**src/rtl/alu_exec_unit_pkg.sv**
```systemverilog
// ---------------------------------------------------------------------------
// alu_exec_unit_pkg
//   Shared encodings for the execute slice:
//     - 6-bit ALU operation codes driven on alu_control_out
//     - ALUOP operation-class codes from the control unit
//     - R-type func field codes (instruction[5:0])
//   Also holds the signed-overflow helpers used by the ALU.
// ---------------------------------------------------------------------------
package alu_exec_unit_pkg;

  localparam int OP_W = 6;

  // Decoded ALU operation codes
  localparam logic [OP_W-1:0] OP_ADD  = 6'd0;
  localparam logic [OP_W-1:0] OP_SUB  = 6'd1;
  localparam logic [OP_W-1:0] OP_AND  = 6'd2;
  localparam logic [OP_W-1:0] OP_OR   = 6'd3;
  localparam logic [OP_W-1:0] OP_XOR  = 6'd4;
  localparam logic [OP_W-1:0] OP_NOR  = 6'd5;
  localparam logic [OP_W-1:0] OP_SLT  = 6'd6;
  localparam logic [OP_W-1:0] OP_SLTU = 6'd7;
  localparam logic [OP_W-1:0] OP_SLL  = 6'd8;
  localparam logic [OP_W-1:0] OP_SRL  = 6'd9;
  localparam logic [OP_W-1:0] OP_SRA  = 6'd10;
  localparam logic [OP_W-1:0] OP_LUI  = 6'd11;

  // ALUOP operation classes
  localparam logic [5:0] ALUOP_RTYPE = 6'd0;
  localparam logic [5:0] ALUOP_ADD   = 6'd1;
  localparam logic [5:0] ALUOP_SUB   = 6'd2;
  localparam logic [5:0] ALUOP_AND   = 6'd3;
  localparam logic [5:0] ALUOP_OR    = 6'd4;
  localparam logic [5:0] ALUOP_XOR   = 6'd5;
  localparam logic [5:0] ALUOP_SLT   = 6'd6;
  localparam logic [5:0] ALUOP_SLTU  = 6'd7;
  localparam logic [5:0] ALUOP_LUI   = 6'd8;

  // R-type func codes
  localparam logic [5:0] FUNC_SLL  = 6'h04;
  localparam logic [5:0] FUNC_SRL  = 6'h06;
  localparam logic [5:0] FUNC_SRA  = 6'h07;
  localparam logic [5:0] FUNC_ADD  = 6'h20;
  localparam logic [5:0] FUNC_ADDU = 6'h21;
  localparam logic [5:0] FUNC_SUB  = 6'h22;
  localparam logic [5:0] FUNC_SUBU = 6'h23;
  localparam logic [5:0] FUNC_AND  = 6'h24;
  localparam logic [5:0] FUNC_OR   = 6'h25;
  localparam logic [5:0] FUNC_XOR  = 6'h26;
  localparam logic [5:0] FUNC_NOR  = 6'h27;
  localparam logic [5:0] FUNC_SLT  = 6'h2A;
  localparam logic [5:0] FUNC_SLTU = 6'h2B;

  // Signed overflow of A+B: operands agree in sign, result disagrees.
  function automatic logic add_ovf(input logic sign_a, input logic sign_b,
                                   input logic sign_r);
    return (sign_a == sign_b) && (sign_r != sign_a);
  endfunction

  // Signed overflow of A-B: operands differ in sign, result differs from A.
  function automatic logic sub_ovf(input logic sign_a, input logic sign_b,
                                   input logic sign_r);
    return (sign_a != sign_b) && (sign_r != sign_a);
  endfunction

endpackage

```
**src/rtl/alu_ctrl_decode.sv**
```systemverilog
// ---------------------------------------------------------------------------
// alu_ctrl_decode
//   ALU-control decode: maps the control unit's ALUOP class (and, for
//   R-type, the func field) to a 6-bit ALU operation code.
//   Ports:
//     aluop_i    in  6  operation class
//     func_i     in  6  instruction[5:0], only consulted when aluop_i==RTYPE
//     op_o       out 6  decoded ALU op (ADD for anything unrecognised)
//     illegal_o  out 1  unknown ALUOP class or unknown R-type func
// ---------------------------------------------------------------------------
module alu_ctrl_decode
  import alu_exec_unit_pkg::*;
(
  input  logic [5:0]      aluop_i,
  input  logic [5:0]      func_i,
  output logic [OP_W-1:0] op_o,
  output logic            illegal_o
);

  // Class/func decode; unrecognised encodings fall back to ADD and flag illegal
  always_comb begin
    op_o      = OP_ADD;
    illegal_o = 1'b0;
    case (aluop_i)
      ALUOP_RTYPE: begin
        case (func_i)
          FUNC_ADD, FUNC_ADDU: op_o = OP_ADD;
          FUNC_SUB, FUNC_SUBU: op_o = OP_SUB;
          FUNC_AND:            op_o = OP_AND;
          FUNC_OR:             op_o = OP_OR;
          FUNC_XOR:            op_o = OP_XOR;
          FUNC_NOR:            op_o = OP_NOR;
          FUNC_SLT:            op_o = OP_SLT;
          FUNC_SLTU:           op_o = OP_SLTU;
          FUNC_SLL:            op_o = OP_SLL;
          FUNC_SRL:            op_o = OP_SRL;
          FUNC_SRA:            op_o = OP_SRA;
          default: begin
            op_o      = OP_ADD;
            illegal_o = 1'b1;
          end
        endcase
      end
      ALUOP_ADD:  op_o = OP_ADD;
      ALUOP_SUB:  op_o = OP_SUB;
      ALUOP_AND:  op_o = OP_AND;
      ALUOP_OR:   op_o = OP_OR;
      ALUOP_XOR:  op_o = OP_XOR;
      ALUOP_SLT:  op_o = OP_SLT;
      ALUOP_SLTU: op_o = OP_SLTU;
      ALUOP_LUI:  op_o = OP_LUI;
      default: begin
        op_o      = OP_ADD;
        illegal_o = 1'b1;
      end
    endcase
  end

endmodule

```
**src/rtl/alu_exec_unit.sv**
```systemverilog
// ---------------------------------------------------------------------------
// alu_exec_unit
//   Single-cycle execute slice: ALU-control decode, WIDTH-bit ALU and PC
//   incrementer. All primary outputs are combinational; result/zero are
//   also captured in a status register for debug and branch timing.
//   Ports:
//     clk, reset       clock; synchronous active-high reset of the
//                      registered copies only
//     ALUOP, func      operation class and R-type func field
//     read_data1       operand A (also supplies shift amount [4:0])
//     read_data2       operand B (shift value, LUI immediate)
//     pc               current program counter
//     alu_control_out  decoded op code (comb)
//     ALU_result, zero, overflow, illegal_op   ALU outputs (comb)
//     pc_end           pc + PC_STEP, wrapping (comb)
//     result_q, zero_q registered ALU_result / zero
// ---------------------------------------------------------------------------
module alu_exec_unit
  import alu_exec_unit_pkg::*;
#(
  parameter int WIDTH   = 32,
  parameter int PC_STEP = 4
) (
  input  logic             clk,
  input  logic             reset,
  input  logic [5:0]       ALUOP,
  input  logic [5:0]       func,
  input  logic [WIDTH-1:0] read_data1,
  input  logic [WIDTH-1:0] read_data2,
  input  logic [WIDTH-1:0] pc,
  output logic [5:0]       alu_control_out,
  output logic [WIDTH-1:0] ALU_result,
  output logic             zero,
  output logic             overflow,
  output logic             illegal_op,
  output logic [WIDTH-1:0] pc_end,
  output logic [WIDTH-1:0] result_q,
  output logic             zero_q
);

  localparam logic [WIDTH-1:0] PC_INC = WIDTH'(PC_STEP);

  logic [OP_W-1:0]  op_s;
  logic             illegal_s;
  logic [WIDTH-1:0] alu_result_s;
  logic             overflow_s;
  logic             zero_s;
  logic [4:0]       shamt_s;
  logic             unused_shamt_hi_s;
  logic [WIDTH-1:0] result_d;
  logic             zero_d;

  alu_ctrl_decode u_decode (
    .aluop_i   (ALUOP),
    .func_i    (func),
    .op_o      (op_s),
    .illegal_o (illegal_s)
  );

  // Shift amount is only the low five bits of operand A; upper bits are ignored.
  assign shamt_s           = read_data1[4:0];
  assign unused_shamt_hi_s = |read_data1[WIDTH-1:5];

  // ALU datapath; overflow is only meaningful for ADD/SUB
  always_comb begin
    alu_result_s = '0;
    overflow_s   = 1'b0;
    case (op_s)
      OP_ADD: begin
        alu_result_s = read_data1 + read_data2;
        overflow_s   = add_ovf(read_data1[WIDTH-1], read_data2[WIDTH-1],
                               alu_result_s[WIDTH-1]);
      end
      OP_SUB: begin
        alu_result_s = read_data1 - read_data2;
        overflow_s   = sub_ovf(read_data1[WIDTH-1], read_data2[WIDTH-1],
                               alu_result_s[WIDTH-1]);
      end
      OP_AND:  alu_result_s = read_data1 & read_data2;
      OP_OR:   alu_result_s = read_data1 | read_data2;
      OP_XOR:  alu_result_s = read_data1 ^ read_data2;
      OP_NOR:  alu_result_s = ~(read_data1 | read_data2);
      OP_SLT:  alu_result_s = {{(WIDTH-1){1'b0}},
                               ($signed(read_data1) < $signed(read_data2))};
      OP_SLTU: alu_result_s = {{(WIDTH-1){1'b0}}, (read_data1 < read_data2)};
      OP_SLL:  alu_result_s = read_data2 << shamt_s;
      OP_SRL:  alu_result_s = read_data2 >> shamt_s;
      OP_SRA:  alu_result_s = $unsigned($signed(read_data2) >>> shamt_s);
      OP_LUI:  alu_result_s = {read_data2[15:0], {(WIDTH-16){1'b0}}};
      default: begin
        alu_result_s = '0;
        overflow_s   = 1'b0;
      end
    endcase
  end

  assign zero_s          = (alu_result_s == '0);
  assign alu_control_out = op_s;
  assign ALU_result      = alu_result_s;
  assign zero            = zero_s;
  assign overflow        = overflow_s;
  assign illegal_op      = illegal_s;
  assign pc_end          = pc + PC_INC;

  assign result_d = alu_result_s;
  assign zero_d   = zero_s;

  // Status register: reset has priority over the per-cycle capture
  always_ff @(posedge clk) begin
    if (reset) begin
      result_q <= '0;
      zero_q   <= 1'b0;
    end else begin
      result_q <= result_d;
      zero_q   <= zero_d;
    end
  end

endmodule

```
**config.mk**
```make
export PLATFORM = sky130hd
export DESIGN_NAME = alu_exec_unit
export DESIGN_NICKNAME = d
export VERILOG_FILES = /design/src/rtl/alu_exec_unit_pkg.sv /design/src/rtl/alu_ctrl_decode.sv /design/src/rtl/alu_exec_unit.sv
export SDC_FILE = /design/constraint.sdc
export NUM_CORES = 1
export LEC_CHECK = 0
export CAP_MARGIN = 25
export CORE_MARGIN = 2
export CORE_UTILIZATION = 30
export CTS_CLUSTER_SIZE = 25
export DETAILED_ROUTE_END_ITERATION = 8
export PLACE_DENSITY = 0.5
export SLEW_MARGIN = 5
export SYNTH_ARGS = -nofsm -noshare
export SYNTH_HDL_FRONTEND = slang
export SYNTH_SLANG_ARGS = --single-unit
```
**constraint.sdc**
```tcl
create_clock -name clk -period 15.32 [get_ports clk]
set_input_delay 3.064 -clock clk [delete_from_list [all_inputs] [get_ports clk]]
set_output_delay 3.064 -clock clk [all_outputs]
set_load 0.02 [all_outputs]
```
==> results by group, run 1 <==
Global route
  • Total global routing track utilization: 32.37%
  • Largest net degree at the start of global routing: 60
  • First-pass GRT wire length: 106.1 mm
  • Grt ovf: 0
  • Vias in the first global route: 14989
  • Initial antenna violation count: 1

Worst hold path
  • Hold Path Class: in2reg

Pwr
  • Power Internal: 0.3980 mW
  • Max IR drop VDD: 0.00005201 V
  • Reg power frac: 11.9%
  • Clock power frac: 11.6%
  • Sw frac: 52.54%
  • Pleak: 5.890 nW
  • P per Cell Area: 54.89 nW/um^2
  • Psw: 0.4406 mW
  • Comb pwr share: 76.5%
  • PnR Total Power: 0.8386 mW

Routing
  • Pre-antenna DRT Iters: 9
  • Vias: 16063
  • Remaining antenna violation count: 0
  • Routed wire per std cell: 29.87 um
  • Routed vias/inst: 6.482
  • First-iteration detailed-routing DRC count: 2175
  • Detailed Route WL: 74.02 mm
  • DRC: 0

Clocking
  • Num CTS Buffers: 5
  • # clock sinks: 33
  • Root buffer cell: clkbuf_16
  • Setup bufs post-CTS: 0
  • CTS H-tree lvls: 2
  • Hold-fix buffers at CTS: 0
  • CTS tree: yes
  • CTS Buffer Depth: 2
  • Number of gates resized after cts: 0
  • Reg clk slew, reported paths: 50 ps

Worst setup path
  • Req. time, crit path: 12260 ps
  • Worst-path cell with the longest stage delay: nand2_1
  • CP peak stage delay: 990 ps
  • Arr. time, crit path: 9970 ps
  • Setup crit start kind: input pin
  • Worst-path maximum fanout: 20
  • Cell occurring most often along the worst timing path: clkdlybuf4s50_1
  • Setup crit end kind: output pin
  • CP Cell Sequence: clkdlybuf4s50_1 > and4b_1 > a211o_1 > a21oi_2 > inv_1 > nand2_1 > o21ai_0 > a222oi_1 > and2_1 > o211ai_1 > or4_1 > or4b_1 > nor4_2 > clkdlybuf4s50_1
  • Critical setup path kind: in2out

STA
  • Tcrit/Tclk final: 85.06%
  • Fmax achieved: 0.07674 GHz
  • Final setup margin: 2288 ps
  • Sum of negative setup slack: 0 ps
  • RSZ-0062 raised after global routing: false
  • Final hold vios: 0
  • Slew @ Worst Pin: 1243 ps
  • Worst slew margin: 16.11%
  • Final Max Slew Viols: 0
  • Min Tclk post-route: 13030 ps
  • Final setup violation count: 0
  • Final Hold Slack: 3592 ps

Floorplan
  • Initial Util: 30.39%
  • Core Area: 41850 sq um
  • Core Rows: 75
  • Die height: 209.9 um
  • Die X: 209.9 um
  • Die area: 44060 sq um
  • # IOs: 216

Synth
  • Post-synth ARST share: 0%
  • Syn. warnings: 0
  • Avg Inst Size Synth: 6.916 sq um
  • Post-Syn Area: 12720 sq um
  • EDFF count, synth: 0
  • Synth area leaders: ha_1, mux4_2, a21oi_1
  • Unique masters post-synth: 90
  • Synth Flop Type: dfxtp_1
  • Synth top area share: 9.543%
  • Synth Instances: 1839
  • Biggest area consumer among synthesized cells: ha_1
  • Synth Register Bits: 33
  • Most frequent cell after synthesis: nor2_1
  • Seq/Total Area, Yosys: 5.194%
  • Top cells by count, synth: nor2_1, nand2_1, a21oi_1

Run status
  • Outcome: complete, no violations

Final layout
  • Final-stage net count: 2146
  • Final core utilization: 36.51%
  • Design area: 15280 sq um
  • Ratio of cells with drive above 1 in the final layout: 8.514%
  • Finished Layout Cells: 2478
  • Area grow syn2layout: 20.13%

Placed design
  • Placer Congestion: 1.039
  • Area after DPL: 15120 sq um
  • Post-DP HPWL: 58.46 mm
  • Dpl cells: 2467
  • Dpl ws: 2330 ps
  • # port buffers: 209

Flow run
  • Max Cap Viol: 0
flip-flops by register name, summed over array words and instances (netlist names):
| register | count |
|---|---|
| result_q | 32 |
| zero_q | 1 |
kinds of logic (layout without fill, tap and decap cells):
family | count (synthesis) | after routing | share of synthesized area, %
mux | 140 | 140 | 15.63
flops | 33 | 33 | 5.194
xor+xnor | 54 | 54 | 3.719
other cells | 1 | 3 | 0.02948
fa+ha+maj | 99 | 99 | 9.857
compound gates | 641 | 641 | 34.03
simple gates | 594 | 594 | 22.73
buf+inv | 277 | 375 | 8.805
cell usage in the layout, fill, tap and decap left out, types with 44 or more instances in the layout:
cell type	count
a21oi_1	152
clkdlybuf4s50_1	204
ha_1	97
inv_1	108
mux2i_1	67
mux4_2	44
nand2_1	154
nand3_1	45
nor2_1	178
o21ai_0	113
xnor2_1	44
power groups by stage:
stage          logic, mW  clock network (mW)  registers (mW)
6_report           0.641              0.0977          0.0998
5_1_grt            0.673               0.104           0.101
4_1_cts            0.625               0.100           0.100
3_5_place_dp       0.623                   0           0.102
3_3_place_gp       0.625                   0           0.102
2_1_floorplan      0.351                   0           0.116
path summary, 6_finish.rpt:
path | from | depth (start not counted) | end | slack (ps)
setup / recovery | func[2] | 14 | zero | 2290
hold / removal | reset | 3 | result_q[20]$_SDFF_PP0_ | 3590
worst max-delay path, delay by kind of cell:
family	cells	cell delay [ps]
AND/OR/NAND/NOR	6	2610
AO/OA/AOI/OAI	5	2230
buffers and inverters	3	2040
metal layers:
metal | vias up | track usage [%] | routed length [um]
li1 | 7060 | - | -
met1 | 7791 | 42.77 | 30300
met2 | 1016 | 51.06 | 32570
met3 | 194 | 5.985 | 7305
met4 | 2 | 14.99 | 3841
met5 | - | 0 | 11
final cells by class:
type                       count  area, sq um
antenna                        1        2.502
tap                          539        674.4
clock inverter                 3        17.52
clock buffer                   5        125.1
multi-input combinational   1530        10980
inverter                     115        431.7
fill                        4487        26570
sequential                    33        660.6
timing repair buffer         252         2391
Power figures use the tool's default switching activity.
==> run 2: changes to the inputs <==
- CORE_MARGIN: 2 -> unset
- GPL_TIMING_DRIVEN: unset -> 0
- SYNTH_HIERARCHICAL: unset -> 1
==> results by group, run 2 <==
Run status
  • Outcome: finished with violations
  • Failing checks: DRC

Pwr
  • Max IR drop VDD: 0.00005047 V (-3.0%)
  • P per Cell Area: 49.33 nW/um^2 (-10%)
  • Pleak: 5.975 nW (+1.4%)

Worst setup path
  • Cell occurring most often along the worst timing path: clkdlybuf4s50_1
  • Setup crit end kind: output pin
  • Setup crit start kind: input pin
  • CP Launch Point: read_data1[2]
  • Kind of cell adding the most delay to the critical path: buffers and inverters
  • CP peak stage delay: 970 ps (-20 ps)
  • Buf/Inv on CP: 7 (+4)
  • Worst-path cell with the longest stage delay: nor4_1
  • Req. time, crit path: 12260 ps (about the same)
  • CP Cell Sequence: clkdlybuf4s50_1 > buf_2 > buf_6 > clkinv_1 > buf_1 > clkbuf_1 > ha_1 > nor2b_1 > o211ai_1 > a211oi_1 > nor4_1 > nand3_1 > a311oi_1 > nand3b_1 > nor4_2 > nand4_1 > nor3_1 > clkdlybuf4s50_1
  • Arr. time, crit path: 10270 ps (+300 ps)
  • Worst-path maximum fanout: 10 (-50%)
  • Critical setup path kind: in2out

Global route
  • Total global routing track utilization: 39.34% (+7.0 points)
  • Largest net degree at the start of global routing: 13 (-78%)
  • Vias in the first global route: 15761 (+5.2%)
  • Grt ovf: 0 (unchanged)
  • Initial antenna violation count: 1 (unchanged)
  • First-pass GRT wire length: 121.6 mm (+15%)

Routing
  • Routed wire per std cell: 34.92 um (+17%)
  • First-iteration detailed-routing DRC count: 2108 (-3.1%)
  • DRC: 19 (+19)
  • Remaining antenna violation count: 0 (unchanged)
  • Detailed Route WL: 86.88 mm (+17%)
  • Routed vias/inst: 6.627 (+2.2%)
  • Pre-antenna DRT Iters: 9 (unchanged)
  • Vias: 16488 (+2.6%)

STA
  • Min Tclk post-route: 13330 ps (+300.3 ps)
  • Slew @ Worst Pin: 1223 ps (-19.31 ps)
  • Fmax achieved: 0.07501 GHz (-2.3%)
  • RSZ-0062 raised after global routing: false
  • Sum of negative setup slack: 0 ps (unchanged)
  • Worst slew margin: 18.28% (+2.2 points)
  • Final setup violation count: 0 (unchanged)
  • Final Max Slew Viols: 0 (unchanged)
  • Tcrit/Tclk final: 87.02% (+2.0 points)
  • Final hold vios: 0 (unchanged)
  • Final setup margin: 1988 ps (-300.3 ps)

Synth
  • Post-synth ARST share: 0% (unchanged)
  • Syn. warnings: 6 (+6)
  • Mux share of post-synthesis cell area: 16.74% (+1.1 points)
  • Post-synthesis compound-gate area fraction: 30.98% (-3.1 points)
  • Synth Flop Type: dfxtp_1
  • Unique masters post-synth: 104 (+16%)
  • Synth Area in XOR/XNOR: 3.195% (-0.52 points)
  • Post-Syn Area: 12610 sq um (-0.85%)
  • Seq/Total Area, Yosys: 5.239% (+0.044 points)
  • Synth Register Bits: 33 (unchanged)
  • Adder-cell area share of the yosys netlist: 10.64% (+0.78 points)
  • Synth top area share: 10.36% (+0.82 points)
  • Most frequent cell after synthesis: nor2_1
  • Main combinational cell family by area after synthesis: compound AO/OA/AOI/OAI gates
  • Post-Synth Simple-Gate Area: 24.18% (+1.4 points)
  • Biggest area consumer among synthesized cells: mux4_2
  • Synth Instances: 1730 (-5.9%)
  • Synth area leaders: mux4_2, ha_1, dfxtp_1
  • EDFF count, synth: 0 (unchanged)
  • Top cells by count, synth: nor2_1, nand2_1, a21oi_1
  • Avg Inst Size Synth: 7.290 sq um (+5.4%)

Final layout
  • Most common cell after layout, fill and taps aside: clkdlybuf4s50_1
  • Commonest cells after routing, fill and taps aside: clkdlybuf4s50_1, nor2_1, nand2_1
  • Area grow syn2layout: 23.78%
  • Largest regs: result_q (32), zero_q (1)
  • Antenna cell count: 0 (-1)
  • Ratio of cells with drive above 1 in the final layout: 9.151% (+0.64 points)
  • Final-stage net count: 2171 (+1.2%)
  • Largest register FFs: 32 (unchanged)
  • Reg with most FFs: result_q

Placed design
  • Dpl ws: 2168 ps (-161.3 ps)
  • # port buffers: 209 (unchanged)
  • Post-DP HPWL: 69.83 mm (+19%)
  • Placer Congestion: 1.019 (-2.0%)

Flow run
  • Max Cap Viol: 0 (unchanged)

Floorplan
  • Core Area: 41110 sq um (-1.8%)
  • Die area: 42860 sq um (-2.7%)
  • # IOs: 216 (unchanged)
  • Initial Util: 30.68% (+0.29 points)
  • Core Rows: 74 (-1.3%)
  • Die X: 207.0 um (-1.4%)
  • Die height: 207.0 um (-1.4%)

Clocking
  • CTS H-tree lvls: 2 (unchanged)
  • Number of gates resized after cts: 0 (unchanged)
  • Setup bufs post-CTS: 0 (unchanged)
  • # clock sinks: 33 (unchanged)
  • CTS Buffer Depth: 2 (unchanged)
  • CTS tree: yes
  • Num CTS Buffers: 5 (unchanged)
  • Hold-fix buffers at CTS: 0 (unchanged)
  • Root buffer cell: clkbuf_16
  • Reg clk slew, reported paths: 50 ps (about the same)

Worst hold path
  • Hold Path Class: in2reg
  • Hold_sp: reset
## run 2: worst paths after layout
kind	end	slack [ps]	cells past startpoint
min	result_q[15]$_SDFF_PP0_	3520	2
max	zero	1990	18
## run 2: metal layers
| metal | up-vias | global-route usage, % | wire [um] |
|---|---|---|---|
| li1 | 7003 | - | - |
| met4 | 0 | 24.29 | 6222 |
| met1 | 8035 | 49.00 | 33830 |
| met2 | 1154 | 62.77 | 38580 |
| met5 | - | 0 | 0 |
| met3 | 296 | 7.338 | 8247 |
## run 2: layout make-up
type | instances | area (sq um)
inverter | 109 | 409.1
fill | 4400 | 25500
sequential | 33 | 660.6
buffer | 151 | 726.9
timing repair buffer | 217 | 2153
clock buffer | 7 | 152.6
clock inverter | 1 | 5.005
tap | 532 | 665.6
multi-input combinational | 1438 | 10840
## run 2: cell families after synthesis
| group | after synthesis |
|---|---|
| xor gates and xnor gates | 46 |
| muxes | 132 |
| buffers and inverters | 260 |
| AOI/OAI and AO/OA | 542 |
| other | 1 |
| and+or+nand+nor | 610 |
| adders and majority gates | 106 |
| DFF | 33 |
## run 2: metrics by stage
step / cell area, sq um / hold slack, ps / utilization [%] / total power [mW] / std cells
floorplan: 12610 / 3136 / - / 0.4053 / 1731
global placement: 15370 / 3788 / 37.39 / 0.6465 / 2472
detailed placement: 15420 / 3806 / 37.51 / 0.6446 / 2476
CTS: 15580 / 3519 / 37.90 / 0.7505 / 2484
global route: 15610 / 3557 / 37.97 / 0.7967 / 2488
finish: 15610 / 3521 / 37.97 / 0.7701 / 2488
## run 2: report_power, final
part	switching, mW	total [mW]	internal [mW]
logic	0.369	0.573	0.204
clock network	0.0346	0.103	0.0686
registers	0.00147	0.0938	0.0923
